## src/rtl/inst_mem_responder.sv

```systemverilog
// rtl/inst_mem_responder.sv - instruction-memory responder: valid/ready fetch with programmable wait states
// Build option: define ADDR_ERR_EN to flag misaligned or out-of-range fetch addresses.
module inst_mem_responder #(
    parameter int MEM_BYTES   = 64,
    parameter int WAIT_STATES = 1,
    parameter     INIT_FILE   = ""
) (
    input  logic        clock,
    input  logic        reset,
    input  logic        req_valid,
    output logic        req_ready,
    input  logic [31:0] req_address,
    output logic        resp_valid,
    input  logic        resp_ready,
    output logic [31:0] resp_instruction,
    output logic        resp_error,
    input  logic        load_en,
    input  logic [31:0] load_address,
    input  logic [7:0]  load_byte
);
    localparam int AW = $clog2(MEM_BYTES);

    typedef enum logic [1:0] {IDLE, WAIT, RESP} state_t;

    state_t        state;
    logic [3:0]    count;
    logic [31:0]   addr_q;
    logic [7:0]    mem [MEM_BYTES];
    logic [AW-1:0] base;
    logic [31:0]   word;
    logic          unused_bits;

    initial begin
        for (int i = 0; i < MEM_BYTES; i++) mem[i] = 8'h00;
    end

    // Loads keep working in every state; the store itself is never cleared by reset.
    always_ff @(posedge clock) begin
        if (!reset && load_en)
            mem[load_address[AW-1:0]] <= load_byte;
    end

    // Word base is aligned down; the AW-bit sums wrap modulo MEM_BYTES.
    assign base = addr_q[AW-1:0] & ~AW'(3);
    assign word = {mem[base], mem[base + AW'(1)], mem[base + AW'(2)], mem[base + AW'(3)]};

    assign req_ready   = (state == IDLE);
    assign unused_bits = ^{addr_q, load_address};

`ifdef ADDR_ERR_EN
    logic fault;
    logic err_q;

    assign fault      = (addr_q[1:0] != 2'b00) || (addr_q > 32'(MEM_BYTES - 4));
    assign resp_error = err_q;
`else
    assign resp_error = 1'b0;
`endif

    always_ff @(posedge clock) begin
        if (reset) begin
            state            <= IDLE;
            count            <= 4'd0;
            addr_q           <= 32'd0;
            resp_valid       <= 1'b0;
            resp_instruction <= 32'd0;
`ifdef ADDR_ERR_EN
            err_q            <= 1'b0;
`endif
        end else begin
            case (state)
                IDLE: begin
                    if (req_valid) begin
                        addr_q <= req_address;
                        count  <= 4'(WAIT_STATES);
                        state  <= WAIT;
                    end
                end
                WAIT: begin
                    if (count == 4'd0) begin
`ifdef ADDR_ERR_EN
                        resp_instruction <= fault ? 32'h0000_0000 : word;
                        err_q            <= fault;
`else
                        resp_instruction <= word;
`endif
                        resp_valid <= 1'b1;
                        state      <= RESP;
                    end else begin
                        count <= count - 4'd1;
                    end
                end
                RESP: begin
                    if (resp_ready) begin
                        resp_valid <= 1'b0;
                        state      <= IDLE;
                    end
                end
                default: state <= IDLE;
            endcase
        end
    end
endmodule

```

## config.mk

```make
export PLATFORM = sky130hd
export DESIGN_NAME = inst_mem_responder
export DESIGN_NICKNAME = d
export VERILOG_FILES = /design/src/rtl/inst_mem_responder.sv
export SDC_FILE = /design/constraint.sdc
export NUM_CORES = 1
export LEC_CHECK = 0
export ABC_AREA = 1
export CORE_MARGIN = 2
export CORE_UTILIZATION = 60
export DETAILED_ROUTE_END_ITERATION = 8
export PLACE_DENSITY = 0.8
export SYNTH_ARGS = -nofsm -noshare
export SYNTH_HDL_FRONTEND = slang
export SYNTH_SLANG_ARGS = --single-unit
```

## constraint.sdc

```tcl
create_clock -name clock -period 2.2 [get_ports clock]
set_clock_uncertainty 0.15 [all_clocks]
set_input_delay 0.33 -clock clock [delete_from_list [all_inputs] [get_ports clock]]
set_output_delay 0.33 -clock clock [all_outputs]
set_load 0.1 [all_outputs]
```

Yosys cells after proc, flatten, opt, wreduce, memory -nomap -nowiden --
Memories as Yosys holds them, arrays and structs flattened. A register that Yosys moved wholly into a read port is not among the register bits. Index checks and enable logic that the tools add are counted.
Storage, ports and cells: output and inout port bits 35, bits in registers 13, memories 1, word-level logic and storage cells 38, input bits 77, bits in writable memories 512
Memories:
- mem | words 64, bits a word 8, rd ports 4, clocked after Yosys merged registers in 4, write ports 1, RTL line 28 | logic [7:0] mem [MEM_BYTES];
Cells by class: reduce and logical (&&, ||, !) cells 11, muxes and demuxes 12, $add $sub $neg 4, equality and inequality tests 6
Operators by type and width (count):
- adder 6 x 2 -> 6 bit, second input constant | 2
- AND reduction 3 bit | 3
- two-way mux 4 bit | 2
- != test 2 bit, second input constant | 4
- one-hot mux 4 bit (2 select lines) | 1
- adder 6 x 1 -> 6 bit, second input constant | 1
- two-way mux 2 bit | 3
- one-hot mux 2 bit (3 select lines) | 1
- logical NOT 4 bit | 1
- two-way mux 1 bit | 4
- AND reduction 2 bit | 2
- nonzero test 2 bit | 2
- subtractor 4 x 1 -> 4 bit, second input constant | 1
- == test 2 x 1 -> 1 bit, second input constant | 1
- == test 2 bit, second input constant | 1
- logical NOT 2 bit | 1
- one-hot mux 1 bit (2 select lines) | 1
- logical AND 1 bit | 1
- logical NOT 1 bit | 1

Depth between registers and ports, before layout --
Gate-level depths: netlist of the first run.
depth in word-level cells 4, mapped depth 12, mapped depth without buffers 9

Least setup slack after synthesis of the first run --
Ideal clock, no wire load.
path type reg-to-reg, start point register state[1], end point register count[1], cell stages (with the launch flop) 7, path buffers 0, data arrival time 2512 ps, path slack -594 ps, library setup time 132 ps, required time 1918 ps, period minus slack after synthesis 2794 ps, path through dfxtp_1 nor2_1 nand2_1 nand2_1 inv_1 nand2_1 a21oi_1
Between the ends: word-level cells in the longest chain between the ends 3, elaborated cells on any way between the ends 7, those cells by class 3 x eq/ne; 1 x mux; 3 x reduce/logical
RTL lines:
- start, declared | RTL line 25 | state_t state;
- start signal, assigned | RTL line 62 | state <= IDLE;
- start signal, assigned | RTL line 76 | state <= WAIT;
- start signal, assigned | RTL line 88 | state <= RESP;
- logical NOT 2 bit (*)
- net req_ready | RTL line 11 | output logic req_ready,
- != test 2 bit (no source line) or nonzero test 2 bit (tied branches)
- AND reduction 3 bit (no source line)
- end signal, assigned | RTL line 75 | count <= 4'(WAIT_STATES);
- end signal, assigned | RTL line 90 | count <= count - 4'd1;
- end, declared | RTL line 26 | logic [3:0] count;
The timed path passes the listed nets; every way through them passes the cells marked *. A chain may end at the register's enable or synchronous reset.

Worst setup path after layout of the first run --
start point register count[0], end point register resp_instruction[14], read port of mem
Between the ends: word-level cells in the longest chain between the ends 2
RTL lines:
- logical NOT 4 bit | RTL line 80 | if (count == 4'd0) begin
- AND reduction 2 bit (no source line)
- end, declared | RTL line 15 | output logic [31:0] resp_instruction,
No other way between the ends.

==> impl_metrics.yaml, run 1 <==
status:
  outcome: "completed"
pwr:
  fin_total_pwr_mw: 24.0
  power.static_leakage_nw: 11.5
  power_per_cell_area_nw_per_um2: 885
  irDropWorstVdd_uv: 810
hold_path:
  worst_min_path_class: "in2reg"
global_route:
  met1_usage_pct: 38.4
  grt_pass1_vias: 16400
  initial_antenna_violation_count: 0
  grt_pass1_wl_mm: 89.0
  top_usage_layer: "met2"
  grt_start_max_net_pins: 84
  overflow: 0
  grt.total_usage_pct: 28.3
  globalRouteMet3Util_pct: 4.04
  met2_global_route_usage_pct: 46.2
synthesis:
  post_synth_inst_count: 2315
  mappedNetlistArea_um2: 23700
  netlist_top_cells_area: "sky130_fd_sc_hd__edfxtp_1 (65%), sky130_fd_sc_hd__nand2_1 (13%), sky130_fd_sc_hd__nand3_1 (7.6%), sky130_fd_sc_hd__inv_1 (4.8%), sky130_fd_sc_hd__dfxtp_1 (3.6%)"
  synthesis.nets: 2393
  post_synth_num_cell_types: 22
  postSynthRegisterBits: 555
  yosysMostFrequentCell: "sky130_fd_sc_hd__nand2_1"
  share_of_the_synthesized_area_in_the_top_cell_type_pct: 64.9
  syn-mean-instance-area_um2: 10.2
  netlist_top_cells_count: "sky130_fd_sc_hd__nand2_1 (810), sky130_fd_sc_hd__edfxtp_1 (512), sky130_fd_sc_hd__nand3_1 (360), sky130_fd_sc_hd__inv_1 (305), sky130_fd_sc_hd__nor2_1 (134)"
  synth_edf_count: 512
  yosys_warnings: 0
  synth_flop_cell: "sky130_fd_sc_hd__edfxtp_1"
  netlist.top_cell.by_area: "sky130_fd_sc_hd__edfxtp_1"
  ys_seq_area_share_pct: 68.6
  fraction_of_registers_with_async_set_or_reset_after_synthesis_pct: 0
run:
  maxCapViolCount: 0
cells_and_area:
  final_design_area_no_fill_um2: 27100
  post_route_cells_drive_above_1_share_pct: 10.7
  ff_latch_area_um2: 16200
  stdcell_count: 3005
  areaGrowthSynthToFinish_pct: 14.5
  multi_input_area_um2: 5530
  design.final.nets: 2522
  diodes: 0
  fillers: 2608
placed_design:
  routabilityCongestion: 0.888
  dp_hpwl_mm: 34.1
  io_buffers: 56
  placed_cells: 2906
  postPlaceCellArea_um2: 25400
  dp_worst_setup_slack_ns: -0.0221
floorplanning:
  chipWidth_um: 203
  fp-row-count: 72
  io_pins: 112
  initial_core_util_pct: 61.0
  area_of_the_die_um2: 41100
  floorplan.die.height_um: 203
  design.core.area_um2: 38800
critical_path:
  kind_of_launch_point_of_the_worst_setup_path: "flop"
  arrival_ns: 2.29
  timing.critical_path.buf_inv: 4
  crit_top_cell: "sky130_fd_sc_hd__inv_1"
  timing_worst_setup_path_type: "reg2reg"
  cp_capture_type: "flop"
  slowest_stage: "sky130_fd_sc_hd__buf_4"
  worstPathMaxFanout: 29
  crit_path_cell_trace: "inv_1, ha_1, nand4_1, inv_2, buf_4, nand3_1, nand2_1, inv_1"
  max_stage_delay_ns: 0.35
  critPathTopFamily: "buffers and inverters"
  cp_data_required_time_ns: 2.54
clock_network:
  numClockSinks: 555
  cts_tree: "built"
  clk_pin_slew_ns: 0.06
  cts_buffer_depth: 3
  htree_num_levels: 2
  post_cts_hold_buffer_count: 1
  cts_resized: 0
  cts_inserted_buffers: 53
  cts_root_buffer: "sky130_fd_sc_hd__clkbuf_16"
  post-cts-setup-buffer-count: 0
  clk-insertion-delay-late_ns: 0.59
sta:
  number_of_endpoints_with_negative_hold_slack_in_the_final_report: 0
  final.period_utilization_pct: 88.4
  maxSlewViolCount: 0
  report.final.setup_viol: 0
  worst_margin_pin_slew_ns: 0.564
  timing.slew.headroom_pct: 62.4
  tns_ns: 0
  timing.final.crit_period_ns: 1.94
  maxClockFrequency_mhz: 514
  final_critical_path_setup_slack_ns: 0.256
  grt_setup_unrepaired: "false"
drt:
  route.detailed.drc: 0
  vias: 16800
  wire_per_inst_um: 19.0
  first_pass_iters: 6
  vias_per_cell: 5.60
  drt-total-wl_mm: 57.2
  final_antenna_net_count: 0
  drt_iter0_drc: 1839
[through the flow]
step,hold WS (ns),util [%]
6_report,0.0608,69.8
3_3_place_gp,0.308,65.4
3_5_place_dp,0.316,65.4
5_1_grt,0.0622,69.8
2_1_floorplan,0.279,-
4_1_cts,0.0524,69.8
[where the power goes]
part	switching (mW)	internal (mW)
registers	0.0795	11.6
logic	2.43	0.907
clock network	3.82	5.09
[kinds of logic (layout without fill, tap and decap cells)]
family          after synthesis  count (layout)  synth area share (%)
simple gates               1319            1319                  23.0
flops                       555             555                  68.6
buf+inv                     424             596                  8.07
compound gates               15              15                 0.317
fa+ha+maj                     1               1                0.0528
other cells                   1               1                0.0158
[path summary, 6_finish.rpt]
path                                                     endpoint  cells after the start  slack [ns]                    start
worst max-delay path            resp_instruction[14]$_SDFFE_PP0P_                      8        0.26    count[0]$_SDFFE_PP0P_
worst min-delay path                          mem[2][7]$_DFFE_PP_                      1        0.06             load_byte[7]
worst max register to register  resp_instruction[14]$_SDFFE_PP0P_                      8        0.26    count[0]$_SDFFE_PP0P_
worst min register to register            resp_valid$_SDFFE_PP0P_                      2        0.33  resp_valid$_SDFFE_PP0P_
[sequential cells by signal, summed over array words and instances (netlist names)]
register,flops
addr_q,4
count,4
mem,512
resp_instruction,32
resp_valid,1
state,2
[layer usage]
| layer | part of all wire, % | vias up | routed length (um) |
|---|---|---|---|
| met4 | 3.8 | 0 | 2170 |
| met2 | 47 | 989 | 27100 |
| met5 | 0 | - | 0 |
| li1 | - | 7767 | - |
| met1 | 39 | 7908 | 22100 |
| met3 | 10 | 157 | 5700 |
[layout make-up]
cell class | count | share of cell area [%]
flip-flops and latches | 555 | 59.9
well taps | 518 | 2.39
inverters | 307 | 4.28
repair buffers | 191 | 6.72
clock buffers | 66 | 5.15
clock inverters | 32 | 1.10
multi-input cells | 1336 | 20.4
[placed cells by master (no fill, tap or decap), drive strengths merged, types with 9 or more instances in the layout]
master	count
nand2	810
edfxtp	512
nand3	360
inv	310
buf	177
nor2	135
clkbuf	66
dfxtp	43
clkinv	23
clkdlybuf4s50	13
a21oi	10
nand4	9
Power figures use the tool's default switching activity.
==> inputs of run 2 (changes only) <==
--- a/config.mk
+++ b/config.mk
@@ -7,9 +7,9 @@
 export LEC_CHECK = 0
 export ABC_AREA = 1
 export CORE_MARGIN = 2
-export CORE_UTILIZATION = 60
+export CORE_UTILIZATION = 45
 export DETAILED_ROUTE_END_ITERATION = 8
-export PLACE_DENSITY = 0.8
+export PLACE_DENSITY = 0.63
 export SYNTH_ARGS = -nofsm -noshare
 export SYNTH_HDL_FRONTEND = slang
 export SYNTH_SLANG_ARGS = --single-unit
==> run 2 against run 1 <==
Die area rose by 33%. Worst hold slack got worse by 0.040 ns. Combinational power barely moved. Non-clock buffer count rose by 17. Via count fell by 4.5%. Final area rose by 1.4%.
==> impl_metrics.yaml, run 2 (synthesized netlist as in run 1, its figures left out) <==
status:
  outcome: "completed"
drt:
  drt-total-wl_mm: 58.8
  route.detailed.drc: 0
  drt_iter0_drc: 1536
  first_pass_iters: 5
  vias_per_cell: 5.02
  vias: 16100
  final_antenna_net_count: 0
  wire_per_inst_um: 18.4
clock_network:
  cts_root_buffer: "sky130_fd_sc_hd__clkbuf_16"
  clk-insertion-delay-late_ns: 0.61
  numClockSinks: 555
  htree_num_levels: 2
  cts_tree: "built"
  cts_buffer_depth: 3
  cts_resized: 0
  post-cts-setup-buffer-count: 0
  clk_pin_slew_ns: 0.06
  cts_inserted_buffers: 55
  post_cts_hold_buffer_count: 0
floorplanning:
  initial_core_util_pct: 45.2
  fp-row-count: 84
  chipWidth_um: 233
  io_pins: 112
  floorplan.die.height_um: 233
  design.core.area_um2: 52300
  area_of_the_die_um2: 54500
critical_path:
  cp_data_required_time_ns: 2.56
  timing.reg2reg.setup_slack_ns: 0.27
  timing_worst_setup_path_type: "reg2reg"
  max_stage_delay_ns: 0.46
  crit_top_cell: "sky130_fd_sc_hd__nand3_1"
  critPathTopFamily: "buffers and inverters"
  slowest_stage: "sky130_fd_sc_hd__dfxtp_4"
  crit-reg2reg-capture: "resp_instruction[8]$_SDFFE_PP0P_"
  crit_path_start: "addr_q[2]$_SDFFE_PP0P_"
  arrival_ns: 2.29
  worst_r2r_startpoint: "addr_q[2]$_SDFFE_PP0P_"
  cp_capture_type: "flop"
  crit_path_cell_trace: "buf_12, buf_4, nand2_1, nand3_1, nand3_1, nand3_1, nand3_1, nand2_1, inv_1"
  kind_of_launch_point_of_the_worst_setup_path: "flop"
  worstPathMaxFanout: 63
  timing.critical_path.buf_inv: 3
  reg2reg_depth: 9
sta:
  timing.final.crit_period_ns: 1.93
  number_of_endpoints_with_negative_hold_slack_in_the_final_report: 0
  final_critical_path_setup_slack_ns: 0.268
  hold-worst-slack_ns: 0.0212
  maxSlewViolCount: 0
  final.period_utilization_pct: 87.8
  tns_ns: 0
  report.final.setup_viol: 0
  worst_margin_pin_slew_ns: 0.637
  maxClockFrequency_mhz: 518
  timing.slew.headroom_pct: 57.5
  grt_setup_unrepaired: "false"
global_route:
  grt.total_usage_pct: 22.0
  grt_pass1_vias: 15800
  initial_antenna_violation_count: 4
  met2_global_route_usage_pct: 36.5
  top_usage_layer: "met2"
  overflow: 0
  globalRouteMet3Util_pct: 3.71
  met1_usage_pct: 29.5
  grt_start_max_net_pins: 65
  grt_pass1_wl_mm: 90.0
pwr:
  pwr-share-clk_pct: 37.7
  switching_pwr_mw: 6.41
  irDropWorstVdd_uv: 740
  fin_total_pwr_mw: 24.2
  power_per_cell_area_nw_per_um2: 883
  relative_contribution_of_sequential_cells_to_total_power_pct: 48.4
  switching_share_pct: 26.4
  internal_power_mw: 17.8
  power.static_leakage_nw: 11.6
  pwr-share-comb_pct: 13.8
placed_design:
  dp_worst_setup_slack_ns: -0.270
  dp_hpwl_mm: 36.5
  postPlaceCellArea_um2: 25700
  placed_cells: 3094
  io_buffers: 56
  routabilityCongestion: 0.877
cells_and_area:
  post_route_cells_drive_above_1_share_pct: 11.2
  multi_input_area_um2: 5530
  design.final.nets: 2541
  largest_register_ffs: 512
  highest_count_cells_in_the_layout_ignoring_fill_and_taps: "sky130_fd_sc_hd__nand2_1 (810), sky130_fd_sc_hd__edfxtp_1 (512), sky130_fd_sc_hd__nand3_1 (360)"
  stdcell_count: 3199
  final_design_area_no_fill_um2: 27500
  fillers: 4558
  post-route-util_pct: 52.5
  final_common_cell: "sky130_fd_sc_hd__nand2_1"
  ff_latch_area_um2: 16200
  areaGrowthSynthToFinish_pct: 16.0
hold_path:
  timing.hold.worst.start: "load_byte[5]"
  worst_min_path_class: "in2reg"
  whs_path_depth: 1
  timing.hold.worst_endpoint: "mem[1][5]$_DFFE_PP_"
run:
  maxCapViolCount: 0
-- run 2: cell types whose count changed in the layout (fill, tap and decap cells not counted), sizes merged --
cell	delta
bufinv	-3
clkinv	-8
dlygate4sd3	-1
inv	-3
diode	+2
clkbuf	+18
clkinvlp	+1
buf	+18
-- run 2: power groups by stage --
stage / Sequential [mW] / Combinational [mW] / Clock, mW
final: 11.7 / 3.36 / 9.15
after global routing: 11.7 / 3.65 / 9.73
after CTS: 11.7 / 3.36 / 9.31
after detailed placement: 12.0 / 3.35 / 0
after global placement: 12.0 / 3.32 / 0
after floorplan: 12.5 / 1.69 / 0
-- run 2: layer usage --
| layer | vias up | routed length (um) |
|---|---|---|
| li1 | 7810 | - |
| met1 | 7713 | 25600 |
| met2 | 457 | 28400 |
| met3 | 86 | 3430 |
| met4 | 4 | 1430 |
| met5 | - | 22 |
-- run 2: final cells by class --
| cell class | instances | area share [%] |
|---|---|---|
| flip-flops and latches | 555 | 59.1 |
| multi-input cells | 1336 | 20.1 |
| repair buffers | 208 | 6.95 |
| clock buffers | 84 | 5.86 |
| inverters | 307 | 4.23 |
| well taps | 688 | 3.13 |
| clock inverters | 19 | 0.537 |
| diodes | 2 | 0.0182 |
-- run 2: worst register-to-register path, cell delays in order, from the launching register on --
cell and delay [ns]:
sky130_fd_sc_hd__dfxtp_4 0.46, sky130_fd_sc_hd__buf_12 0.30, sky130_fd_sc_hd__buf_4 0.34, sky130_fd_sc_hd__nand2_1 0.08
sky130_fd_sc_hd__nand3_1 0.09, sky130_fd_sc_hd__nand3_1 0.09, sky130_fd_sc_hd__nand3_1 0.12, sky130_fd_sc_hd__nand3_1 0.11
sky130_fd_sc_hd__nand2_1 0.08, sky130_fd_sc_hd__inv_1 0.04
-- run 2: worst max path at each step --
stage	end	slack [ns]	depth (start not counted)
final	resp_instruction[8]$_SDFFE_PP0P_	0.27	9
after CTS	resp_instruction[6]$_SDFFE_PP0P_	0.27	9
after global placement	mem[19][2]$_DFFE_PP_	-0.30	8
after floorplan	count[1]$_SDFFE_PP0P_	0.0005	6
after global routing	resp_instruction[23]$_SDFFE_PP0P_	0.12	9
after detailed placement	mem[7][4]$_DFFE_PP_	-0.27	8
==> inputs of run 3 (changes only) <==
--- a/config.mk
+++ b/config.mk
@@ -9,7 +9,6 @@
 export CORE_MARGIN = 2
 export CORE_UTILIZATION = 45
 export DETAILED_ROUTE_END_ITERATION = 8
-export PLACE_DENSITY = 0.63
 export SYNTH_ARGS = -nofsm -noshare
 export SYNTH_HDL_FRONTEND = slang
 export SYNTH_SLANG_ARGS = --single-unit
==> run 3 against run 2 <==
Count of clock-buffer cells in the layout down 4. Final area increased by 0.21%. Worst hold slack got worse by 0.0021 ns. Maximum frequency shrank 4.9%. Sequential cell count did not move. Global-route usage down 0.27 points. Largest power group unchanged.
==> impl_metrics.yaml, run 3 (synthesized netlist as in run 1, its figures left out) <==
sta:
  final.period_utilization_pct: 92.3
  timing.slew.headroom_pct: 62.5
  worst_margin_pin_slew_ns: 0.562
  maxSlewViolCount: 0
  tns_ns: 0
  number_of_endpoints_with_negative_hold_slack_in_the_final_report: 0
  grt_setup_unrepaired: "false"
  maxClockFrequency_mhz: 492
  report.final.setup_viol: 0
  hold-worst-slack_ns: 0.0191
  timing.final.crit_period_ns: 2.03
critical_path:
  timing.reg2reg.setup_slack_ns: 0.17
  crit_path_start: "count[0]$_SDFFE_PP0P_"
  crit_top_cell: "sky130_fd_sc_hd__inv_1"
  max_stage_delay_ns: 0.31
  crit-reg2reg-capture: "resp_instruction[14]$_SDFFE_PP0P_"
  critPathTopFamily: "buffers and inverters"
  cp_capture_type: "flop"
  arrival_ns: 2.38
  kind_of_launch_point_of_the_worst_setup_path: "flop"
  cp_data_required_time_ns: 2.54
  worstPathMaxFanout: 26
  slowest_stage: "sky130_fd_sc_hd__dfxtp_1"
  timing_worst_setup_path_type: "reg2reg"
  worst_r2r_startpoint: "count[0]$_SDFFE_PP0P_"
  timing.critical_path.buf_inv: 4
  crit_path_cell_trace: "inv_1, ha_1, nand4_1, inv_2, buf_12, nand3_1, nand2_1, inv_1"
  reg2reg_depth: 8
floorplanning:
  io_pins: 112
  area_of_the_die_um2: 54500
  design.core.area_um2: 52300
  chipWidth_um: 233
  fp-row-count: 84
  floorplan.die.height_um: 233
  initial_core_util_pct: 45.2
drt:
  final_antenna_net_count: 0
  route.detailed.drc: 0
  vias: 16000
  drt_iter0_drc: 1391
  drt-total-wl_mm: 58.0
  wire_per_inst_um: 18.2
  first_pass_iters: 5
  vias_per_cell: 5.01
cells_and_area:
  final_common_cell: "sky130_fd_sc_hd__nand2_1"
  highest_count_cells_in_the_layout_ignoring_fill_and_taps: "sky130_fd_sc_hd__nand2_1 (810), sky130_fd_sc_hd__edfxtp_1 (512), sky130_fd_sc_hd__nand3_1 (360)"
  design.final.nets: 2538
  areaGrowthSynthToFinish_pct: 16.3
  post-route-util_pct: 52.6
  largest_register_ffs: 512
  diodes: 0
  stdcell_count: 3192
  final_design_area_no_fill_um2: 27500
  post_route_cells_drive_above_1_share_pct: 11.1
global_route:
  grt_pass1_wl_mm: 88.7
  grt_start_max_net_pins: 78
  initial_antenna_violation_count: 0
  grt_pass1_vias: 15500
  overflow: 0
  grt.total_usage_pct: 21.7
clock_network:
  cts_resized: 0
  clk-insertion-delay-late_ns: 0.61
  clk_pin_slew_ns: 0.06
  post_cts_hold_buffer_count: 0
  cts_tree: "built"
  cts_inserted_buffers: 57
  post-cts-setup-buffer-count: 0
  htree_num_levels: 2
  cts_root_buffer: "sky130_fd_sc_hd__clkbuf_16"
  numClockSinks: 555
  cts_buffer_depth: 3
hold_path:
  whs_path_depth: 1
  worst_min_path_class: "in2reg"
  timing.hold.worst.start: "load_byte[6]"
  timing.hold.worst_endpoint: "mem[62][6]$_DFFE_PP_"
pwr:
  switching_pwr_mw: 6.38
  internal_power_mw: 18.3
  pwr-share-clk_pct: 38.9
  power.static_leakage_nw: 11.6
  power_per_cell_area_nw_per_um2: 896
  switching_share_pct: 25.9
  relative_contribution_of_sequential_cells_to_total_power_pct: 47.5
  pwr-share-comb_pct: 13.5
  irDropWorstVdd_uv: 635
placed_design:
  routabilityCongestion: 0.828
  dp_hpwl_mm: 35.0
  placed_cells: 3089
  io_buffers: 56
  postPlaceCellArea_um2: 25700
status:
  outcome: "completed"
run:
  maxCapViolCount: 0
run 3: area by class of cell:
cell class / instances / area (um^2)
flip-flops and latches: 555 / 16200
inverters: 307 / 1160
clock inverters: 23 / 263
well taps: 688 / 861
fillers: 4616 / 24800
repair buffers: 203 / 1870
multi-input cells: 1336 / 5530
clock buffers: 80 / 1600
run 3: per-stage QoR:
stage | total power [mW] | setup WS (ns)
2_1_floorplan | 14.2 | 0.000458
4_1_cts | 24.9 | 0.176
5_1_grt | 25.6 | 0.0323
3_3_place_gp | 15.3 | 0.0305
3_5_place_dp | 15.3 | 0.0394
6_report | 24.7 | 0.168
run 3: power by group through the flow:
stage | clock network, mW | logic, mW | registers, mW
2_1_floorplan | 0 | 1.69 | 12.5
5_1_grt | 10.2 | 3.62 | 11.7
4_1_cts | 9.78 | 3.36 | 11.7
3_3_place_gp | 0 | 3.32 | 11.9
6_report | 9.60 | 3.34 | 11.7
3_5_place_dp | 0 | 3.35 | 12.0
run 3: how the worst max path moves through the flow:
stage                                                    to  slack (ns)  cells after the start
after floorplan                       count[1]$_SDFFE_PP0P_      0.0005                      6
after global placement                 mem[41][7]$_DFFE_PP_        0.03                      8
after detailed placement               mem[40][0]$_DFFE_PP_        0.04                      8
after CTS                 resp_instruction[14]$_SDFFE_PP0P_        0.18                      8
after global routing      resp_instruction[14]$_SDFFE_PP0P_        0.03                      8
final                     resp_instruction[14]$_SDFFE_PP0P_        0.17                      8
run 3: metal layers:
layer	GRT usage (%)	routed length [um]	share of wire (%)
met5	0	0	0
met2	36.7	28400	49
met3	2.66	2740	4.7
met4	7.22	1470	2.5
met1	29.1	25400	44
